$ cat config.mk
export PLATFORM = sky130hd
export DESIGN_NAME = divider
export DESIGN_NICKNAME = d
export VERILOG_FILES = /design/src/rtl/divider.sv
export SDC_FILE = /design/constraint.sdc
export NUM_CORES = 1
export LEC_CHECK = 0
export ABC_CLOCK_PERIOD_IN_PS = 4400
export BUFFER_PORTS_ARGS = -buffer_cell sky130_fd_sc_hd__buf_2
export CAP_MARGIN = 40
export CORE_MARGIN = 1
export CORE_UTILIZATION = 40
export CTS_CLUSTER_DIAMETER = 100
export DETAILED_ROUTE_END_ITERATION = 16
export PLACE_DENSITY = 0.57
export SLEW_MARGIN = 20
export SYNTH_ARGS = -nofsm -noshare
export SYNTH_HDL_FRONTEND = slang
export SYNTH_SLANG_ARGS = --single-unit
$ cat constraint.sdc
create_clock -name Clk -period 4.4 [get_ports Clk]
set_input_delay 0 -clock Clk [delete_from_list [all_inputs] [get_ports Clk]]
set_output_delay 0 -clock Clk [all_outputs]
set_load 0.01 [all_outputs]
$ cat src/rtl/divider.sv
// ============================================================================
// divider -- sequential signed restoring divider with pushbutton front end
// Revision 1.0
// ============================================================================
`default_nettype none

module divider #(
    parameter int WIDTH          = 8,
    parameter bit HEX_ACTIVE_LOW = 1'b1
) (
    input  logic             Clk,
    input  logic             Reset,
    input  logic             Run,
    input  logic             Reset_Load_Clear,
    input  logic [WIDTH-1:0] SW,
    output logic [WIDTH-1:0] Aval,
    output logic [WIDTH-1:0] Bval,
    output logic             DivZero,
    output logic             Ovf,
    output logic [6:0]       HEX0,
    output logic [6:0]       HEX1,
    output logic [6:0]       HEX2,
    output logic [6:0]       HEX3
);

    localparam int               CNT_W    = $clog2(WIDTH);
    localparam logic [CNT_W-1:0] CNT_LAST = CNT_W'(WIDTH - 1);
    localparam logic [CNT_W-1:0] CNT_ONE  = CNT_W'(1);
    localparam logic [WIDTH-1:0] ONE      = WIDTH'(1);
    localparam logic [WIDTH-1:0] MOST_NEG = {1'b1, {(WIDTH-1){1'b0}}};

    typedef enum logic [2:0] {
        S_IDLE = 3'd0,
        S_LOAD = 3'd1,
        S_ITER = 3'd2,
        S_FIX  = 3'd3,
        S_ZERO = 3'd4,
        S_DONE = 3'd5
    } state_t;

    state_t state, state_next;

    logic run_s1, run_s2;
    logic load_s1, load_s2;
    logic run_req, load_req;

    logic [WIDTH:0]     a;
    logic [WIDTH-1:0]   q;
    logic [WIDTH-1:0]   m;
    logic [CNT_W-1:0]   cnt;
    logic               sd;
    logic               sv;
    logic               ovf_pend;

    logic [WIDTH+1:0]   a_sh;
    logic [WIDTH+1:0]   diff;
    logic               ge;

    function automatic logic [WIDTH-1:0] magnitude(input logic [WIDTH-1:0] v);
        return v[WIDTH-1] ? (~v + ONE) : v;
    endfunction

    function automatic logic [6:0] seg7(input logic [3:0] n);
        logic [6:0] s;
        case (n)
            4'h0:    s = 7'h3F;
            4'h1:    s = 7'h06;
            4'h2:    s = 7'h5B;
            4'h3:    s = 7'h4F;
            4'h4:    s = 7'h66;
            4'h5:    s = 7'h6D;
            4'h6:    s = 7'h7D;
            4'h7:    s = 7'h07;
            4'h8:    s = 7'h7F;
            4'h9:    s = 7'h6F;
            4'hA:    s = 7'h77;
            4'hB:    s = 7'h7C;
            4'hC:    s = 7'h39;
            4'hD:    s = 7'h5E;
            4'hE:    s = 7'h79;
            default: s = 7'h71;
        endcase
        return HEX_ACTIVE_LOW ? ~s : s;
    endfunction

    // Pushbuttons idle high, so synchronisers reset to the released level.
    always_ff @(posedge Clk or negedge Reset) begin
        if (!Reset) begin
            run_s1  <= 1'b1;
            run_s2  <= 1'b1;
            load_s1 <= 1'b1;
            load_s2 <= 1'b1;
        end else begin
            run_s1  <= Run;
            run_s2  <= run_s1;
            load_s1 <= Reset_Load_Clear;
            load_s2 <= load_s1;
        end
    end

    assign run_req  = ~run_s2;
    assign load_req = ~load_s2;

    // One restoring step; the top bit of diff is the borrow of the trial subtract.
    assign a_sh = {a, q[WIDTH-1]};
    assign diff = a_sh - {2'b00, m};
    assign ge   = ~diff[WIDTH+1];

    always_ff @(posedge Clk or negedge Reset) begin
        if (!Reset) begin
            state <= S_IDLE;
        end else begin
            state <= state_next;
        end
    end

    always_comb begin
        state_next = state;
        case (state)
            S_IDLE: begin
                if (load_req) begin
                    state_next = S_IDLE;
                end else if (run_req) begin
                    state_next = S_LOAD;
                end
            end
            S_LOAD:  state_next = (SW == '0) ? S_ZERO : S_ITER;
            S_ITER: begin
                if (cnt == CNT_LAST) begin
                    state_next = S_FIX;
                end
            end
            S_FIX:   state_next = S_DONE;
            S_ZERO:  state_next = S_DONE;
            S_DONE: begin
                if (!run_req) begin
                    state_next = S_IDLE;
                end
            end
            default: state_next = S_IDLE;
        endcase
    end

    always_ff @(posedge Clk or negedge Reset) begin
        if (!Reset) begin
            Aval     <= '0;
            Bval     <= '0;
            DivZero  <= 1'b0;
            Ovf      <= 1'b0;
            a        <= '0;
            q        <= '0;
            m        <= '0;
            cnt      <= '0;
            sd       <= 1'b0;
            sv       <= 1'b0;
            ovf_pend <= 1'b0;
        end else begin
            case (state)
                S_IDLE: begin
                    if (load_req) begin
                        Bval    <= SW;
                        Aval    <= '0;
                        DivZero <= 1'b0;
                        Ovf     <= 1'b0;
                    end
                end
                S_LOAD: begin
                    sd       <= Bval[WIDTH-1];
                    sv       <= SW[WIDTH-1];
                    q        <= magnitude(Bval);
                    m        <= magnitude(SW);
                    a        <= '0;
                    cnt      <= '0;
                    DivZero  <= 1'b0;
                    Ovf      <= 1'b0;
                    ovf_pend <= (Bval == MOST_NEG) && (SW == '1);
                end
                S_ITER: begin
                    a   <= ge ? diff[WIDTH:0] : a_sh[WIDTH:0];
                    q   <= {q[WIDTH-2:0], ge};
                    cnt <= cnt + CNT_ONE;
                end
                S_FIX: begin
                    // Truncating division: remainder carries the dividend's sign.
                    Bval <= (sd ^ sv) ? (~q + ONE) : q;
                    Aval <= sd ? (~a[WIDTH-1:0] + ONE) : a[WIDTH-1:0];
                    Ovf  <= ovf_pend;
                end
                S_ZERO: begin
                    Aval    <= Bval;
                    Bval    <= '1;
                    DivZero <= 1'b1;
                end
                default: begin
                end
            endcase
        end
    end

    assign HEX0 = seg7(Bval[3:0]);
    assign HEX1 = seg7(Bval[7:4]);
    assign HEX2 = seg7(Aval[3:0]);
    assign HEX3 = seg7(Aval[7:4]);

endmodule

`default_nettype wire

==> impl_metrics.py <==
metrics = {
    "global_routing": {
        "antenna_found_initial": 0,
        "grt_max_degree": 57,
        "grt_usage": 0.188,
        "grt_pass1_vias": 3291,
        "grt_first_pass_wirelength_mm": 16.7,
        "grt_overflow_total": 0,
    },
    "timing": {
        "whs_ns": 0.0235,
        "worstMarginPinSlew_ns": 0.788,
        "relSlewSlack": 0.475,
        "tns_ns": 0,
        "finalCriticalPeriod_ns": 2.47,
        "setup_viol": 0,
        "post-route-period-util": 0.560,
        "finClkSkew_ns": 0.00753,
        "slew_violations": 0,
        "fmax_mhz": 405,
        "rsz0062_at_grt": "false",
        "hold_viol_final": 0,
        "fin_ws_ns": 1.93,
    },
    "placed_design": {
        "dpl_worst_slack_ns": 1.89,
        "dp.cells": 653,
        "hpwl_mm": 7.53,
        "portBuffers": 57,
        "placed_area_um2": 4550,
        "gp_congestion": 0.810,
    },
    "route": {
        "wl_per_cell_um": 15.3,
        "num_vias": 3613,
        "drc": 0,
        "routed_via_density": 5.42,
        "antenna_left": 0,
        "drt_iter0_markers": 170,
        "routed_wirelength_mm": 10.2,
        "dr.pass1.iters": 4,
    },
    "synth": {
        "syn_area_um2": 4180,
        "syn_inst": 483,
        "syn_avg_cell_area_um2": 8.64,
        "async_flop_share": 1.00,
        "synth_edf_count": 0,
        "yosysWarnings": 0,
        "yosysSeqAreaShare": 0.337,
        "synthDistinctLibCells": 57,
        "ys_ff_latch": 56,
        "ys.flop_type": "dfrtp_1",
        "synth_fp_nets": 529,
    },
    "worst_setup_path": {
        "end_kind": "flip-flop",
        "slowest_stage": "a2111oi_0",
        "cpPeakStageDelay_ns": 0.53,
        "cp.required_ns": 4.57,
        "crit_arrival_ns": 2.64,
        "crit_type": "flip-flop to flip-flop",
        "start_kind": "flip-flop",
        "cp_max_fo": 24,
        "path_cells": "nor2b_1, nand2_1, inv_1, a21oi_2, buf_6, a2111oi_0, a21oi_1",
    },
    "cts": {
        "clk-insertion-delay-late_ns": 0.31,
        "htree_levels": 2,
        "post_cts_hold_buffer_count": 3,
        "clock-sinks": 56,
        "cts_tree": "yes",
        "cts_setup_buffers": 0,
        "cts_resized": 0,
        "clk_pin_slew_ns": 0.10,
        "ctsRootBufferMaster": "clkbuf_8",
        "numCtsBuffers": 5,
        "clockBufferDepth": 2,
    },
    "power_and_ir_drop": {
        "power.density_nw_per_um2": 790,
        "internal_power_mw": 1.95,
        "power_frac_comb": 0.614,
        "swShare": 0.479,
        "total_power_mw": 3.74,
        "seqPwrFrac": 0.288,
        "netSwitchingPower_mw": 1.79,
        "p_leak_nw": 2.21,
        "ir_drop_mv": 0.353,
        "pwr-share-clk": 0.098,
    },
    "die": {
        "io_pins": 58,
        "row_count": 36,
        "die_area_um2": 10900,
        "core_region_area_um2": 9950,
        "start_util": 0.419,
        "die_w_um": 104,
        "dieHeight_um": 104,
    },
    "status": {
        "outcome": "complete, no violations",
    },
    "finish": {
        "drive_above_1_share": 0.173,
        "finalInstanceArea_um2": 4730,
        "syn_to_final_growth_pct": 13.3,
        "utilization": 0.475,
        "final_cells": 666,
        "antenna_cells": 0,
        "fin_nets": 578,
    },
    "min_path": {
        "hold_class": "input pin to flip-flop",
    },
    "job": {
        "drv_cap": 0,
    },
}
registers in the layout, summed over array words and instances, names as in the netlist:
name	cells
Bval	8
state	3
ovf_pend	1
Aval	8
run_s1	1
sv	1
sd	1
load_s2	1
q	8
cnt	3
DivZero	1
Ovf	1
m	8
load_s1	1
run_s2	1
a	9
Yosys cell counts, types with 3 or more instances:
master / n / share of area
dfrtp_1: 52 / 0.31
nand2_1: 50 / 0.045
o21ai_0: 46 / 0.055
inv_1: 34 / 0.031
ha_1: 33 / 0.099
a21oi_1: 32 / 0.038
nor2_1: 30 / 0.027
clkbuf_1: 16 / 0.014
mux2i_1: 16 / 0.038
xnor2_1: 13 / 0.027
xor2_1: 13 / 0.027
nor2b_1: 11 / 0.016
nand2b_1: 9 / 0.013
a211oi_1: 8 / 0.014
a22oi_1: 8 / 0.014
nand3_1: 8 / 0.0096
nor3_1: 8 / 0.0096
a22o_1: 7 / 0.015
a2111oi_0: 6 / 0.013
o22ai_1: 6 / 0.0090
o31ai_1: 6 / 0.011
buf_2: 5 / 0.0060
or3_1: 5 / 0.0075
a31oi_1: 4 / 0.0060
dfstp_2: 4 / 0.025
o211ai_1: 4 / 0.0072
o21ai_1: 4 / 0.0048
nor4_1: 3 / 0.0045
o21a_1: 3 / 0.0054
or2_2: 3 / 0.0045
routing by layer:
metal	GRT usage	up-vias	share of wire
met5	0	-	0
met4	0.0469	0	0.011
met3	0.0269	8	0.033
met2	0.293	89	0.45
met1	0.274	1707	0.50
li1	-	1809	-
power groups by stage:
stage                     logic [mW]  clock network [mW]  registers, mW
after floorplan                 1.80                   0          0.917
after global placement          2.23                   0           1.08
after detailed placement        2.26                   0           1.09
after CTS                       2.27               0.375           1.07
after global routing            2.56               0.396           1.12
final                           2.30               0.367           1.08
final timing paths:
path,start,endpoint,slack [ns],cells after the start
max,state[0],Bval[5],1.93,7
min,SW[3],ovf_pend,0.02,3
max reg2reg,state[0],Bval[5],1.93,7
min reg2reg,run_s1,run_s2,0.36,0
max in group asynchronous,Reset,Bval[1],3.57,3
min in group asynchronous,Reset,q[6],0.34,3
cell usage in the layout (no fill, tap or decap), types with 4 or more instances in the layout:
master and instances:
nand3_1 8, nor2_1 30, nand2_1 50, a22oi_1 8, dfrtp_1 52, or3_1 5
inv_1 34, xnor2_1 13, a2111oi_0 6, nand2b_1 9, a31oi_1 4, xor2_1 13
o31ai_1 6, o211ai_1 4, nor2b_1 11, a21oi_1 32, ha_1 33, dfstp_2 4
o22ai_1 6, o21ai_1 4, a211oi_1 8, nor3_1 8, a22o_1 7, o21ai_0 46
clkbuf_8 7, buf_2 58, mux2i_1 16
area by class of cell:
| type | instances | area [um2] |
|---|---|---|
| clock buffers | 7 | 96.3 |
| clock inverters | 1 | 30.0 |
| fillers | 1016 | 5220 |
| inverters | 34 | 128 |
| multi-input cells | 369 | 2530 |
| flip-flops and latches | 56 | 1410 |
| well taps | 133 | 166 |
| repair buffers | 66 | 373 |
kinds of logic (layout without fill, tap and decap cells):
group,Yosys count,after routing,synth area share
buffers and inverters,58,108,0.0569
flip-flops,56,56,0.337
XOR/XNOR,27,27,0.0611
AND/OR/NAND/NOR,138,138,0.157
AO/OA/AOI/OAI,151,151,0.232
multiplexers,19,19,0.0518
adder cells (fa/ha/maj),34,34,0.104
worst max-delay path, delay by kind of cell (launching register included):
kind	cells	cell delay, ns
buffers and inverters	2	0.43
AO/OA/AOI/OAI	3	0.71
AND/OR/NAND/NOR	2	0.69
flip-flops	1	0.49
Power figures use the tool's default switching activity.
